File: src/rtl/pri_arb_pkg.sv
`default_nettype none
// ============================================================================
//  Module      : pri_arb_pkg
//  Description : Shared types and helpers for the pri_arbiter_rr block.
//                - state_t         : arbiter FSM state encoding (IDLE, GRANT)
//                - hold_cnt_width  : hold-counter width for a given HOLD_MAX
//  Revision    : 1.0  initial release
// ============================================================================
package pri_arb_pkg;

    typedef enum logic [0:0] {
        IDLE  = 1'b0,
        GRANT = 1'b1
    } state_t;

    // The counter only needs to reach HOLD_MAX-1, so clog2(HOLD_MAX) bits are
    // enough. HOLD_MAX=1 would give zero bits, so one bit is the floor.
    function automatic int hold_cnt_width(input int hold_max);
        return (hold_max <= 1) ? 1 : $clog2(hold_max);
    endfunction

endpackage : pri_arb_pkg
`default_nettype wire

File: src/rtl/pri_arbiter_rr_if.sv
`default_nettype none
// ============================================================================
//  Module      : pri_arbiter_rr_if
//  Description : Request/grant bundle between N requesters and the arbiter.
//  Signals     : req[N]        requester i wants the resource
//                done          current owner has finished
//                gnt[N]        one-hot registered grant
//                gnt_idx[IDX_W] binary index of the grant (0 when idle)
//                gnt_valid     a grant is being held
//                timeout       pulse after a HOLD_MAX forced release
//  Modports    : master (requester side), slave (arbiter side)
//  Revision    : 1.0  initial release
// ============================================================================
interface pri_arbiter_rr_if #(
    parameter int N = 8
);
    localparam int IDX_W = $clog2(N);

    logic [N-1:0]     req;
    logic             done;
    logic [N-1:0]     gnt;
    logic [IDX_W-1:0] gnt_idx;
    logic             gnt_valid;
    logic             timeout;

    modport master (
        output req,
        output done,
        input  gnt,
        input  gnt_idx,
        input  gnt_valid,
        input  timeout
    );

    modport slave (
        input  req,
        input  done,
        output gnt,
        output gnt_idx,
        output gnt_valid,
        output timeout
    );

endinterface : pri_arbiter_rr_if
`default_nettype wire

File: src/rtl/pri_encoder_n.sv
`default_nettype none
// ============================================================================
//  Module      : pri_encoder_n
//  Description : Combinational N-to-IDX_W priority encoder; the highest set
//                input bit wins. valid is high when any input bit is set.
//  Ports       : vec_in[N]   input vector
//                idx[IDX_W]  index of highest set bit (0 when none set)
//                valid       any bit of vec_in set
//  Revision    : 1.0  initial release
// ============================================================================
module pri_encoder_n #(
    parameter int N     = 8,
    parameter int IDX_W = $clog2(N)
) (
    input  wire logic [N-1:0]     vec_in,
    output logic      [IDX_W-1:0] idx,
    output logic                  valid
);

    always_comb begin
        idx   = '0;
        valid = |vec_in;
        // Ascending scan: the last (highest) set bit overwrites earlier ones.
        for (int i = 0; i < N; i++) begin
            if (vec_in[i]) begin
                idx = IDX_W'(i);
            end
        end
    end

endmodule : pri_encoder_n
`default_nettype wire

File: src/rtl/pri_arbiter_rr.sv
`default_nettype none
// ============================================================================
//  Module      : pri_arbiter_rr
//  Description : N-requester arbiter with a registered one-hot grant. A grant
//                is held until done, the owner drops its request, or the
//                HOLD_MAX cycle limit is reached; one idle cycle always
//                separates consecutive grants.
//                Default policy: fixed priority, highest index wins.
//                Define PRI_ARB_RR_EN to build the round-robin policy.
//  Ports       : clk    rising-edge clock
//                rst_n  asynchronous active-low reset
//                bus    pri_arbiter_rr_if.slave (req, done, gnt, gnt_idx,
//                       gnt_valid, timeout)
//  Revision    : 1.0  initial release
// ============================================================================
module pri_arbiter_rr
    import pri_arb_pkg::*;
#(
    parameter int N        = 8,
    parameter int HOLD_MAX = 16
) (
    input  wire logic         clk,
    input  wire logic         rst_n,
    pri_arbiter_rr_if.slave   bus
);

    localparam int IDX_W    = $clog2(N);
    localparam int c_hold_w = hold_cnt_width(HOLD_MAX);
    localparam logic [c_hold_w-1:0] c_hold_last = c_hold_w'(HOLD_MAX - 1);

    state_t              r_state,   w_state_nxt;
    logic [N-1:0]        r_gnt,     w_gnt_nxt;
    logic [IDX_W-1:0]    r_idx,     w_idx_nxt;
    logic                r_valid,   w_valid_nxt;
    logic                r_timeout, w_timeout_nxt;
    logic [c_hold_w-1:0] r_hold,    w_hold_nxt;

    logic [N-1:0]        w_enc_in;
    logic [IDX_W-1:0]    w_enc_idx;
    logic                w_any;
    logic [IDX_W-1:0]    w_win_idx;
    logic [N-1:0]        w_win_onehot;

    logic                w_drop;
    logic                w_lim;

`ifdef PRI_ARB_RR_EN
    localparam logic [IDX_W:0] c_n = (IDX_W+1)'(N);

    logic [IDX_W-1:0]    r_ptr;
    // Set from reset until the first grant: the first search starts at N-1.
    logic                r_fresh;
    logic [IDX_W-1:0]    w_off;
    logic [2*N-1:0]      w_dbl;
    logic [IDX_W:0]      w_sum;

    // Rotating by the last winner k puts index k-1 at the top of the encoder
    // and k itself at the bottom, giving descending-with-wrap order.
    assign w_off    = r_fresh ? '0 : r_ptr;
    assign w_dbl    = {bus.req, bus.req};
    assign w_enc_in = w_dbl[w_off +: N];
    assign w_sum    = {1'b0, w_enc_idx} + {1'b0, w_off};
    assign w_win_idx = (w_sum >= c_n) ? IDX_W'(w_sum - c_n) : IDX_W'(w_sum);

    always_ff @(posedge clk or negedge rst_n) begin
        if (!rst_n) begin
            r_ptr   <= IDX_W'(N - 1);
            r_fresh <= 1'b1;
        end else if ((r_state == IDLE) && w_any) begin
            r_ptr   <= w_win_idx;
            r_fresh <= 1'b0;
        end
    end
`else
    assign w_enc_in  = bus.req;
    assign w_win_idx = w_enc_idx;
`endif

    pri_encoder_n #(
        .N     (N),
        .IDX_W (IDX_W)
    ) u_enc (
        .vec_in (w_enc_in),
        .idx    (w_enc_idx),
        .valid  (w_any)
    );

    always_comb begin
        w_win_onehot            = '0;
        w_win_onehot[w_win_idx] = 1'b1;
    end

    assign w_drop = ~bus.req[r_idx];
    assign w_lim  = (r_hold == c_hold_last);

    always_comb begin
        w_state_nxt   = r_state;
        w_gnt_nxt     = r_gnt;
        w_idx_nxt     = r_idx;
        w_valid_nxt   = r_valid;
        w_hold_nxt    = r_hold;
        w_timeout_nxt = 1'b0;
        case (r_state)
            IDLE: begin
                if (w_any) begin
                    w_state_nxt = GRANT;
                    w_gnt_nxt   = w_win_onehot;
                    w_idx_nxt   = w_win_idx;
                    w_valid_nxt = 1'b1;
                    w_hold_nxt  = '0;
                end
            end
            GRANT: begin
                if (bus.done || w_drop || w_lim) begin
                    w_state_nxt   = IDLE;
                    w_gnt_nxt     = '0;
                    w_idx_nxt     = '0;
                    w_valid_nxt   = 1'b0;
                    w_hold_nxt    = '0;
                    // Only a release caused purely by the limit is a timeout.
                    w_timeout_nxt = w_lim && !bus.done && !w_drop;
                end else begin
                    w_hold_nxt = r_hold + 1'b1;
                end
            end
            default: begin
                w_state_nxt = IDLE;
                w_gnt_nxt   = '0;
                w_idx_nxt   = '0;
                w_valid_nxt = 1'b0;
                w_hold_nxt  = '0;
            end
        endcase
    end

    always_ff @(posedge clk or negedge rst_n) begin
        if (!rst_n) begin
            r_state   <= IDLE;
            r_gnt     <= '0;
            r_idx     <= '0;
            r_valid   <= 1'b0;
            r_timeout <= 1'b0;
            r_hold    <= '0;
        end else begin
            r_state   <= w_state_nxt;
            r_gnt     <= w_gnt_nxt;
            r_idx     <= w_idx_nxt;
            r_valid   <= w_valid_nxt;
            r_timeout <= w_timeout_nxt;
            r_hold    <= w_hold_nxt;
        end
    end

    assign bus.gnt       = r_gnt;
    assign bus.gnt_idx   = r_idx;
    assign bus.gnt_valid = r_valid;
    assign bus.timeout   = r_timeout;

endmodule : pri_arbiter_rr
`default_nettype wire

File: src/flat_wrapper.sv
// flat-port wrapper written by rule: the top's interface ports become plain ports
module pri_arbiter_rr_flat import pri_arb_pkg::*;
#(
    parameter int N        = 8,
    parameter int HOLD_MAX = 16
)
  (clk, rst_n, bus_req, bus_done, bus_gnt, bus_gnt_idx, bus_gnt_valid, bus_timeout);
  pri_arbiter_rr_if #(.N(N)) bus_i ();
  input  wire logic clk;
  input  wire logic rst_n;
  input wire logic [$bits(bus_i.req)-1:0] bus_req;
  input wire logic [$bits(bus_i.done)-1:0] bus_done;
  output wire logic [$bits(bus_i.gnt)-1:0] bus_gnt;
  output wire logic [$bits(bus_i.gnt_idx)-1:0] bus_gnt_idx;
  output wire logic [$bits(bus_i.gnt_valid)-1:0] bus_gnt_valid;
  output wire logic [$bits(bus_i.timeout)-1:0] bus_timeout;
  assign bus_i.req = bus_req;
  assign bus_i.done = bus_done;
  assign bus_gnt = bus_i.gnt;
  assign bus_gnt_idx = bus_i.gnt_idx;
  assign bus_gnt_valid = bus_i.gnt_valid;
  assign bus_timeout = bus_i.timeout;
  pri_arbiter_rr #(.N(N), .HOLD_MAX(HOLD_MAX)) u_core (.clk(clk), .rst_n(rst_n), .bus(bus_i));
endmodule
File: config.mk
export PLATFORM = sky130hd
export DESIGN_NAME = pri_arbiter_rr_flat
export DESIGN_NICKNAME = d
export VERILOG_FILES = /design/src/rtl/pri_arb_pkg.sv /design/src/rtl/pri_arbiter_rr_if.sv /design/src/rtl/pri_encoder_n.sv /design/src/rtl/pri_arbiter_rr.sv /design/src/flat_wrapper.sv
export SDC_FILE = /design/constraint.sdc
export NUM_CORES = 1
export LEC_CHECK = 0
export BUFFER_PORTS_ARGS = -buffer_cell sky130_fd_sc_hd__buf_2
export CAP_MARGIN = 20
export CORE_MARGIN = 2
export CORE_UTILIZATION = 56
export CTS_CLUSTER_SIZE = 25
export DETAILED_ROUTE_END_ITERATION = 8
export GPL_TIMING_DRIVEN = 0
export PLACE_DENSITY = 0.83
export SYNTH_ARGS = -nofsm -noshare
export SYNTH_HDL_FRONTEND = slang
export SYNTH_SLANG_ARGS = --single-unit
export TNS_END_PERCENT = 30
File: constraint.sdc
create_clock -name clk -period 4.1 [get_ports clk]
set_clock_uncertainty 0.1 [all_clocks]
set_input_delay 0 -clock clk [delete_from_list [all_inputs] [get_ports clk]]
set_output_delay 0 -clock clk [all_outputs]
set_load 0.02 [all_outputs]
Word level (Yosys, flattened, before mapping):

Cells that the tools add are included.

* bits in registers: 18
* input bits: 11
* output and inout port bits: 13
* word-level logic and storage cells: 51

* add/subtract/negate cells: 1
* $lt $le $gt $ge: 3
* eq/ne operators: 3
* multiplexer cells: 28
* bitwise operators: 2
* reductions and logical operators: 8

Operators by type and width (count)
* two-way mux 3 bit: 8
* two-way mux 8 bit: 2
* case mux 8 bit (2 select lines): 1
* two-way mux 1 bit: 9
* < comparator 3 x 4 -> 1 bit, second input constant: 2
* two-way mux 4 bit: 2
* case mux 4 bit (2 select lines): 1
* OR reduction 8 bit: 1
* case mux 3 bit (2 select lines): 1
* adder 4 x 1 -> 4 bit, second input constant: 1
* == test 4 bit, second input constant: 1
* != test 2 bit, second input constant: 2
* case mux 1 bit (2 select lines): 2
* binary-select mux 1 bit (select 3 bit): 1
* demux 1 bit (select 3 bit): 1
* >= comparator 3 x 1 -> 1 bit, second input constant: 1
* logical AND 1 bit: 3
* logical OR 1 bit: 2
* NOT 1 bit: 2
* AND reduction 2 bit: 1
* zero test 1 bit: 1

Depth between registers and ports, before layout:

Gate-level depths: netlist (run 1).

* word-level depth: 13
* mapped depth: 6
* mapped depth without buffers: 4

Modules after synthesis:

A second synthesis (run 1) with hierarchy kept.

* cell total of the unflattened synthesis: 104
* area, all modules: 1034.7 um^2

By module, submodules not included
* pri_arbiter_rr: times used 1, cells each 92, area each 968.4 um^2, sequential area each 450.4 um^2
* pri_encoder_n: times used 1, cells each 12, area each 66.3 um^2, sequential area each 0.0 um^2

Worst setup path after synthesis (run 1):

OpenSTA, ideal clock, no wires.

* path type: reg2reg
* from: register u_core.r_idx[0], in the netlist u_core.bus.gnt_idx[0]
* to: register u_core.r_gnt[3], in the netlist u_core.bus.gnt[3]
* library setup time: 83 ps
* arrival: 1542 ps
* required time: 3917 ps
* setup slack: 2375 ps
* cell stages (with the launch flop): 6
* buffers on the path: 1
* period minus slack after synthesis: 1725 ps
* cells stage by stage: dfrtp_1 buf_6 mux2i_1 a221oi_4 a41oi_4 o22ai_1

* word-level cells in the longest chain between the ends: 7

Ends and longest elaborated chain
* start, declared: line pri_arbiter_rr.sv:33 `logic [IDX_W-1:0] r_idx, w_idx_nxt;`
* start signal, assigned: line pri_arbiter_rr.sv:147 `r_idx <= w_idx_nxt;`
* binary-select mux 1 bit (select 3 bit): line pri_arbiter_rr.sv:93 `assign w_drop = ~bus.req[r_idx];`
* two-way mux 1 bit (not written as such): line pri_arbiter_rr.sv:93
* NOT 1 bit: line pri_arbiter_rr.sv:93
* logical OR 1 bit (2 in a row): line pri_arbiter_rr.sv:114 `if (bus.done || w_drop || w_lim) begin`
* != test 2 bit (no line)
* AND reduction 2 bit (no line)
* end signal, assigned: line pri_arbiter_rr.sv:146 `r_gnt <= w_gnt_nxt;`
* end, declared: line pri_arbiter_rr.sv:32 `logic [N-1:0] r_gnt, w_gnt_nxt;`

No other way between the ends. The select of a mux whose other input is x is not followed.
A chain may end at the register's enable or synchronous reset.

Worst setup path in the final report (run 1):

* from: register u_core.r_idx[0], in the netlist u_core.bus.gnt_idx[0]
* to: register u_core.r_gnt[1], in the netlist u_core.bus.gnt[1]

Same word-level chain as after synthesis.

==> summary.md, run 1 <==
| Metric | Value |
|---|---|
| Post-synth EDFFs | 0 |
| CTS tree | built |
| Share of the synthesized area in the top cell type | 0.442 |
| Filler cells | 140 |
| Worst R2R End | u_core.bus.gnt[1]$_DFFE_PN0P_ |
| I/O Buffers | 23 |
| Max Cap Viol | 0 |
| Netlist Area Pre-Place | ~0.0010 mm² |
| Asr flop ratio synth | 1.00 |
| Main combinational cell family by area after synthesis | compound AO/OA/AOI/OAI gates |
| Sw frac | 0.417 |
| Setup TNS | 0 ns |
| Worst hold path type | in2async |
| Average via count per standard cell | between 5 and 6 |
| Antenna Violating Nets Remaining | 0 |
| Aggregate routed wire length | about 2.3 mm |
| CTS Buf Count | 3 |
| Clock-pin transition on the worst setup and hold timing paths | about 0.10 ns |
| Post-Synth Adder-Cell Area | 0.0123 |
| Worst-path maximum fanout | 7 |
| CTS Buffer Depth | 2 |
| CP endpoint kind | flip-flop |
| Util after Layout | 0.737 |
| Status | finished, final reports clean |
| Max Fclk | 542 MHz |
| Psw | between 200 and 300 µW |
| Initial Util | 0.591 |
| CTS Hold Bufs | 7 |
| Crit path from | u_core.bus.gnt_idx[0]$_DFFE_PN0P_ |
| Drt drc | 0 |
| Fin crit period | approximately 1.8 ns |
| Worst setup path endpoint | u_core.bus.gnt[1]$_DFFE_PN0P_ |
| Root Driver | clkbuf_4 |
| Syn Area/Cell | approximately 10 µm² |
| Compound-Gate Fraction of Synth Area | 0.217 |
| Initial antenna violation count | 0 |
| PwrDens | 528 mW/mm² |
| Clk sinks | 18 |
| Worst-margin pin slew | a little over 0.6 ns |
| DRT Pass-1 Iters | 4 |
| Layout cell share with drive strength beyond 1 | 0.275 |
| Most common cell in the netlist | dfrtp_1 |
| Vias in the first global route | a little over 800 |
| Final Hold Violating Endpoints | 0 |
| Synth Area in Simple Gates | 0.205 |
| Sequential area share after synthesis | 0.442 |
| Die Wd | 46.7 µm |
| Core Box Area | about 0.0017 mm² |
| Comb pwr share | 0.475 |
| Critical path data arrival time | approximately 2.0 ns |
| Reg2Reg Depth | 5 |
| Cts repair resizes | 0 |
| Top_reg_cell synth | dfrtp_1 |
| Clk_lat worst skew | about 0.30 ns |
| Peak VDD IR | ~0.37 mV |
| DIE AREA | between 0.002 and 0.0025 mm² |
| Final period utilization | 0.450 |
| Yosys reg bits | 18 |
| CP Launch Type | flip-flop |
| Final setup viols | 0 |
| Final RePlAce weighted congestion | 0.792 |
| Net count after synthesis | 116 |
| Yosys top cell by area | dfrtp_1 |
| Setup Buffers After CTS | 0 |
| H-tree Lvls | 1 |
| Critical Path RT | around 4.2 ns |
| Leak pwr | 0.000583 µW |
| Slew Limit Fails | 0 |
| Via count | approximately 900 |
| Std cell rows | 15 |
| Synth area leaders | dfrtp_1 (44%), nor2_1 (5.2%), mux2i_1 (4.9%), nand2_1 (3.7%), inv_1 (3.3%) |
| Detailed placement HPWL | ~1.7 mm |
| Worst r2r src | u_core.bus.gnt_idx[0]$_DFFE_PN0P_ |
| R2R setup slack | between 2 and 2.5 ns |
| RSZ-0062 raised after global routing | no |
| Global Route Usage Sum | 0.254 |
| Slew headroom | 0.580 |
| First-pass GRT wire length | ~3.7 mm |
| Num ports | 24 |
| # diodes | 0 |
| Proportion of synthesized area in mux cells | 0.0626 |
| Post-Syn Instances | 104 |
| Yosys Warn Count | 0 |
| Synth Area in XOR/XNOR | 0 |
| Sequential share of power | 0.361 |
| Area grow syn2layout | 24.8% |
| Top cells by count, synth | dfrtp_1 (18), nor2_1 (14), nand2_1 (10), inv_1 (9), a21oi_1 (6) |
| Critical path class | reg2reg |
| Wire length per cell | about 14 µm |
| Final nets | between 150 and 200 |
| Clock power frac | 0.164 |
| Largest net degree at the start of global routing | 19 |
| Detailed Route Iter0 Violations | 20 |
| Gr ovfl total | 0 |
| Die height | 46.7 µm |
| Int Pwr | between 300 and 400 µW |
| Netlist cell types | 33 |
-- sequential cells by signal (all words and copies together) (netlist names) --
register              flops
u_core.bus.gnt_idx        3
u_core.bus.timeout        1
u_core.r_state            1
u_core.bus.gnt_valid      1
u_core.bus.gnt            8
u_core.r_hold             4
-- layout by cell type, fill, tap and decap left out, types with 4 or more instances in the layout --
cell            n
nand3_1         5
buf_2          25
mux2i_1         5
nor2_1         14
o21ai_1         4
dfrtp_1        18
dlygate4sd3_1   7
a21oi_1         6
nand2_1        10
inv_1           9
o21ai_0         4
-- through the flow --
step                      area [µm²]  hold slack, ns  cells  total power (µW)  setup WS, ns
after floorplan                 1020          -0.396    104               475          2.38
after global placement          1170          -0.159    152               544          2.36
after detailed placement        1170          -0.151    152               557          2.29
after CTS                       1270          0.0544    163               674          2.26
after global routing            1270          0.0838    163               719          2.13
final                           1270          0.0274    163               671          2.26
-- per-layer routing --
| layer | track usage | wire length, µm | up-vias |
|---|---|---|---|
| met5 | 0 | 0 | - |
| met4 | 0.0833 | 36 | 0 |
| met3 | 0.0471 | 112 | 5 |
| met2 | 0.411 | 1120 | 35 |
| met1 | 0.342 | 1060 | 426 |
| li1 | - | - | 438 |
-- power groups by stage --
| stage | sequential, µW | combinational, µW | clock (µW) |
|---|---|---|---|
| after floorplan | 273 | 202 | 0 |
| after global placement | 241 | 303 | 0 |
| after detailed placement | 246 | 312 | 0 |
| after CTS | 242 | 319 | 112 |
| after global routing | 246 | 352 | 120 |
| final | 242 | 319 | 110 |
-- cells by family (layout without fill, tap and decap cells) --
family	after synthesis	after routing
compound gates	26	26
fa+ha+maj	1	1
buf+inv	13	47
flops	18	18
mux	6	6
simple gates	40	40
-- cell type report --
cell class / count / area, µm² / share of cell area
sequential: 18 / 450 / 0.354
multi-input combinational: 73 / 507 / 0.398
clock buffer: 4 / 36.3 / 0.0285
inverter: 9 / 33.8 / 0.0265
buffer: 4 / 28.8 / 0.0226
tap: 25 / 31.3 / 0.0246
timing repair buffer: 30 / 185 / 0.146
-- how the worst min path moves through the flow --
stage / to / cells after the start / startpoint / slack, ns
floorplan: u_core.bus.gnt[0]$_DFFE_PN0P_ / 0 / rst_n / -0.40
global placement: u_core.bus.gnt[1]$_DFFE_PN0P_ / 1 / rst_n / -0.16
detailed placement: u_core.bus.gnt[3]$_DFFE_PN0P_ / 1 / rst_n / -0.15
CTS: u_core.bus.gnt[3]$_DFFE_PN0P_ / 2 / rst_n / 0.05
global route: u_core.bus.gnt[3]$_DFFE_PN0P_ / 2 / rst_n / 0.08
finish: u_core.bus.gnt[3]$_DFFE_PN0P_ / 2 / rst_n / 0.03
-- worst max-delay path, stage by stage, from the launching register on --
cell and delay (ns):
dfrtp_1 0.40, buf_6 0.14, mux2i_1 0.17, a221oi_4 0.52
a41oi_4 0.24, o21ai_1 0.20
No activity file was read; power rests on OpenSTA's default activity.
==> run 2, diff against run 1 <==
- CORE_UTILIZATION: 56 -> 52
- PLACE_DENSITY: 0.83 -> 0.78
- clock period: 4.1 -> 1.75 ns (I/O delays scaled with it)
==> run 2 against run 1 <==
Core utilization is 4.6 points lower. Combinational power is 140% higher. Fmax is 9.4% higher. Count of clock-buffer cells in the layout stayed put. Critical path depth stayed put. Worst setup slack worse by 2.2 ns. Worst hold slack better by 0.0079 ns. Sequential power is 130% higher. Flip-flop and latch count stayed put. Sequential share of layout area is 1.1 points lower. Final cell count is 3.1% higher. Non-clock buffer count is 3 higher. Critical endpoint is now u_core.bus.gnt[2]$_DFFE_PN0P_. Largest cell class unchanged. Highest routed layer unchanged.
==> summary.md, run 2 (synthesis gave the netlist of run 1 again) <==
| Metric | Value |
|---|---|
| Status | finished, final reports clean |
| Std cell rows | 16 |
| Final Power | around 1600 µW |
| Detailed placement HPWL | roughly 1.6 mm |
| Final setup viols | 0 |
| Final instance area | between 0.001 and 0.0015 mm² |
| Sw frac | 0.413 |
| Via count | 929 |
| Initial Util | 0.536 |
| Comb pwr share | 0.485 |
| R2R setup slack | 0.07 ns |
| Drt drc | 0 |
| Psw | about 660 µW |
| Post-route insts no fill | roughly 170 |
| Worst hold path type | in2reg |
| Root Driver | clkbuf_4 |
| CP endpoint kind | flip-flop |
| Antenna Violating Nets Remaining | 0 |
| Most common cell after layout, fill and taps aside | buf_2 |
| Average via count per standard cell | 5.53 |
| Final RePlAce weighted congestion | 0.829 |
| CP Launch Type | flip-flop |
| Worst-margin pin slew | about 0.60 ns |
| DP Cell Count | around 150 |
| Setup TNS | 0 ns |
| Clk_lat worst skew | about 0.3 ns |
| Clock-pin transition on the worst setup and hold timing paths | ~0.1 ns |
| Num ports | 24 |
| Leak pwr | between 0.0006 and 0.0007 µW |
| Die Wd | just under 50 µm |
| Critical path class | reg2reg |
| Int Pwr | 933 µW |
| Critical Path RT | 1.88 ns |
| Initial antenna violation count | 0 |
| Area grow syn2layout | 29.0% |
| Worst-path maximum fanout | 7 |
| Largest net degree at the start of global routing | 19 |
| DIE AREA | approximately 0.0023 mm² |
| First-pass GRT wire length | around 3.3 mm |
| Layout cell share with drive strength beyond 1 | 0.312 |
| Slew Limit Fails | 0 |
| CTS Buf Count | 3 |
| Max Cap Viol | 0 |
| Fin crit period | about 1.7 ns |
| Final period utilization | 0.963 |
| Final Hold Violating Endpoints | 0 |
| Aggregate routed wire length | ~2.3 mm |
| Final nets | ~150 |
| Filler cells | about 150 |
| Clk sinks | 18 |
| Most frequent cells in the layout | buf_2 (25), dfrtp_1 (18), nor2_1 (14) |
| Sequential share of power | 0.355 |
| Vias in the first global route | roughly 800 |
| CTS tree | built |
| Slew headroom | 0.595 |
| DRT Pass-1 Iters | 4 |
| Cell Area, Placed | around 0.0012 mm² |
| Largest register FFs | 8 |
| I/O Buffers | 23 |
| Die height | between 40 and 50 µm |
| CTS Buffer Depth | 2 |
| # diodes | 0 |
| Core Box Area | 0.00190 mm² |
| Peak VDD IR | roughly 0.64 mV |
| Critical path data arrival time | between 1.5 and 2 ns |
| Wire length per cell | about 14 µm |
| Global Route Usage Sum | 0.211 |
| Max Fclk | between 500 and 600 MHz |
| Gr ovfl total | 0 |
| Clock power frac | 0.160 |
| Detailed Route Iter0 Violations | 19 |
| PwrDens | 1210 mW/mm² |
| H-tree Lvls | 1 |
==> run 2: cell count changes in the layout (fill, tap and decap cells not counted), sizes merged <==
cell          before  now
dlymetal6s4s       0    1
dlygate4sd3        7    6
buf               27   30
==> run 2: routing by layer <==
| layer | up-vias | track usage | wire length [µm] |
|---|---|---|---|
| met5 | - | 0 | 0 |
| met1 | 442 | 0.261 | 1050 |
| met2 | 32 | 0.366 | 1140 |
| met4 | 0 | 0.0973 | 23 |
| li1 | 451 | - | - |
| met3 | 4 | 0.0222 | 130 |
==> run 2: cell type report <==
class                   instances  area (µm²)  share of cell area
repair buffers                 33         214               0.163
plain buffers                   4        28.8              0.0219
flip-flops and latches         18         450               0.343
multi-input cells              73         518               0.394
inverters                       9        33.8              0.0257
clock buffers                   4        36.3              0.0276
well taps                      27        33.8              0.0257
==> run 2: timing repair <==
item | 4_1_cts | 5_1_grt
pin swaps | 1 | 2
gates resized for setup | 0 | 5
hold buffers | 7 | 0
endpoints found under the setup margin | 7 | 9
buffers inserted | 1 | 2
endpoints found under the hold margin | 23 | 0
==> run 2: worst paths after layout <==
path                                                     end                         startpoint  cells past startpoint
setup reg to reg               u_core.bus.gnt[2]$_DFFE_PN0P_  u_core.bus.gnt_idx[0]$_DFFE_PN0P_                      5
hold / removal                  u_core.r_hold[3]$_DFFE_PN0P_                           bus_done                      5
min in group asynchronous      u_core.bus.gnt[1]$_DFFE_PN0P_                              rst_n                      2
max in group asynchronous  u_core.bus.gnt_idx[1]$_DFFE_PN0P_                              rst_n                      2
hold reg to reg                 u_core.r_hold[2]$_DFFE_PN0P_       u_core.r_hold[2]$_DFFE_PN0P_                      1
setup / recovery               u_core.bus.gnt[2]$_DFFE_PN0P_  u_core.bus.gnt_idx[0]$_DFFE_PN0P_                      5
==> run 2: worst max-delay path, cell delays in order, from the launching register on <==
cell,delay [ns]
dfrtp_1,0.40
buf_6,0.14
mux2i_1,0.14
a22oi_2,0.44
a41oi_4,0.24
o21ai_2,0.17
==> run 2: metrics by stage <==
stage	utilization	hold WS [ns]	worst slack (ns)
6_report	0.691	0.0353	0.0654
5_1_grt	0.691	0.0435	-0.00575
4_1_cts	0.674	0.0500	0.0246
3_5_place_dp	0.614	-0.147	-0.0273
3_3_place_gp	0.614	-0.157	-0.00216
2_1_floorplan	-	-0.396	0.0253
==> run 2: power by group through the flow <==
stage	combinational (µW)	clock (µW)	sequential (µW)
detailed placement	728	0	573
global placement	713	0	564
floorplan	473	0	640
CTS	753	263	565
finish	772	254	565
global route	838	277	576
==> run 3, diff against run 2 <==
- PLACE_DENSITY: 0.78 -> not set
- PLACE_DENSITY_LB_ADDON: not set -> 0.2
- SLEW_MARGIN: not set -> 20
- TNS_END_PERCENT: 30 -> not set
==> run 3 against run 2 <==
Core utilization decreased by 0.13 points. Via count decreased by 3.2%. Fmax increased by 0.50%. Count of clock-buffer cells in the layout unchanged. Flip-flop and latch count unchanged. Register-to-register slack about the same.
==> summary.md, run 3 (synthesis gave the netlist of run 1 again) <==
| Metric | Value |
|---|---|
| Status | finished, final reports clean |
| Gr ovfl total | 0 |
| CTS Buffer Depth | 2 |
| CP top delay family | compound AO/OA/AOI/OAI gates |
| Max Fclk | around 600 MHz |
| CTS tree | built |
| Worst hold path type | in2reg |
| Final Power | approximately 1600 µW |
| CP Launch Type | flip-flop |
| CTS Buf Count | 3 |
| Slew headroom | 0.653 |
| Detailed Route Iter0 Violations | 20 |
| Initial antenna violation count | 0 |
| RSZ-0062 raised after global routing | no |
| Largest register FFs | 8 |
| Wire length per cell | approximately 13 µm |
| First-pass GRT wire length | roughly 3.2 mm |
| CP peak stage delay | about 0.40 ns |
| Setup TNS | 0 ns |
| Final RePlAce weighted congestion | a little over 0.8 |
| WP buf/inv | 2 |
| Global Route Usage Sum | 0.196 |
| H-tree Lvls | 1 |
| Clk_lat worst skew | 0.30 ns |
| CP Cell Sequence | buf_6 > mux2i_2 > a221oi_4 > buf_12 > a31oi_4 > a21oi_1 |
| Filler cells | around 140 |
| PwrDens | 1230 mW/mm² |
| Layout cell share with drive strength beyond 1 | 0.319 |
| Fin crit period | about 1.7 ns |
| Final Hold Violating Endpoints | 0 |
| Aggregate routed wire length | around 2.2 mm |
| I/O Buffers | 23 |
| Drt drc | 0 |
| Average via count per standard cell | 5.35 |
| Std cell rows | 16 |
| Core Box Area | approximately 0.0019 mm² |
| Most common cell after layout, fill and taps aside | buf_2 |
| Vias in the first global route | 732 |
| Worst-path maximum fanout | 8 |
| Peak VDD IR | about 1 mV |
| Hold WS | 0.0428 ns |
| Antenna Violating Nets Remaining | 0 |
| DRT Pass-1 Iters | 4 |
| Die height | 48.3 µm |
| Die Wd | ~48 µm |
| DIE AREA | ~0.0023 mm² |
| Initial Util | 0.536 |
| Clk sinks | 18 |
| Via count | approximately 900 |
| # diodes | 0 |
| Root Driver | clkbuf_4 |
| Leak pwr | 0.000610 µW |
| Critical Path RT | 1.88 ns |
| Most frequent cells in the layout | buf_2 (25), dfrtp_1 (18), nor2_1 (14) |
| Max Cap Viol | 0 |
| Critical path data arrival time | 1.80 ns |
| Worst-margin pin slew | about 0.51 ns |
| Clock-pin transition on the worst setup and hold timing paths | 0.11 ns |
| Worst path slowest cell | dfrtp_1 |
| Final nets | around 150 |
| Area grow syn2layout | 28.7% |
| Detailed placement HPWL | between 1.5 and 2 mm |
| Largest net degree at the start of global routing | 19 |
| Critical path class | reg2reg |
| CP endpoint kind | flip-flop |
| Final setup viols | 0 |
| Num ports | 24 |
| Slew Limit Fails | 0 |
| Final period utilization | 0.958 |
==> run 3: timing repair <==
item,4_1_cts,5_1_grt
endpoints found under the setup margin,15,14
hold buffers,5,0
pin swaps,1,2
buffers inserted,1,4
gates resized for setup,0,2
hold endpoints to repair,23,0
==> run 3: final timing paths <==
kind | startpoint | endpoint | slack, ns | depth (start not counted)
setup reg to reg | u_core.bus.gnt_idx[0]$_DFFE_PN0P_ | u_core.bus.gnt[0]$_DFFE_PN0P_ | 0.07 | 6
setup / recovery | u_core.bus.gnt_idx[0]$_DFFE_PN0P_ | u_core.bus.gnt[0]$_DFFE_PN0P_ | 0.07 | 6
hold reg to reg | u_core.r_hold[2]$_DFFE_PN0P_ | u_core.r_hold[2]$_DFFE_PN0P_ | 0.41 | 1
hold / removal | bus_done | u_core.r_hold[3]$_DFFE_PN0P_ | 0.04 | 5
min in group asynchronous | rst_n | u_core.bus.gnt_idx[2]$_DFFE_PN0P_ | 0.05 | 2
max in group asynchronous | rst_n | u_core.r_state$_DFF_PN0_ | 1.21 | 2
==> run 3: power breakdown <==
group	switching (µW)	internal [µW]	total (µW)
Combinational	467	326	793
Sequential	61.7	502	563
Clock	131	127	258
Total	659	955	1610
==> run 3: final cells by class <==
class	count	area [µm²]	area share
buffer	4	28.8	0.0219
clock buffer	4	36.3	0.0276
inverter	9	33.8	0.0257
multi-input combinational	73	514	0.392
sequential	18	450	0.343
tap	27	33.8	0.0257
timing repair buffer	33	215	0.164
==> run 3: metal layers <==
layer	global-route usage	up-vias	part of all wire
li1	-	445	-
met1	0.272	426	0.47
met2	0.311	24	0.48
met3	0.0444	4	0.038
met4	0.0486	0	0.011
met5	0	-	0
==> run 3: tightest hold or removal path, stage by stage <==
cell and delay [ns]:
buf_2 0.10, a221oi_4 0.04, buf_12 0.13, nand2_1 0.05
o21ai_0 0.08
==> run 3: through the flow <==
| stage | util | instances | instance area [µm²] | setup WS, ns |
|---|---|---|---|---|
| 2_1_floorplan | - | 104 | 1020 | 0.0253 |
| 3_3_place_gp | 0.614 | 154 | 1170 | -0.0303 |
| 3_5_place_dp | 0.614 | 154 | 1170 | -0.0620 |
| 4_1_cts | 0.670 | 164 | 1270 | 0.0454 |
| 5_1_grt | 0.690 | 168 | 1310 | 0.00841 |
| 6_report | 0.690 | 168 | 1310 | 0.0738 |
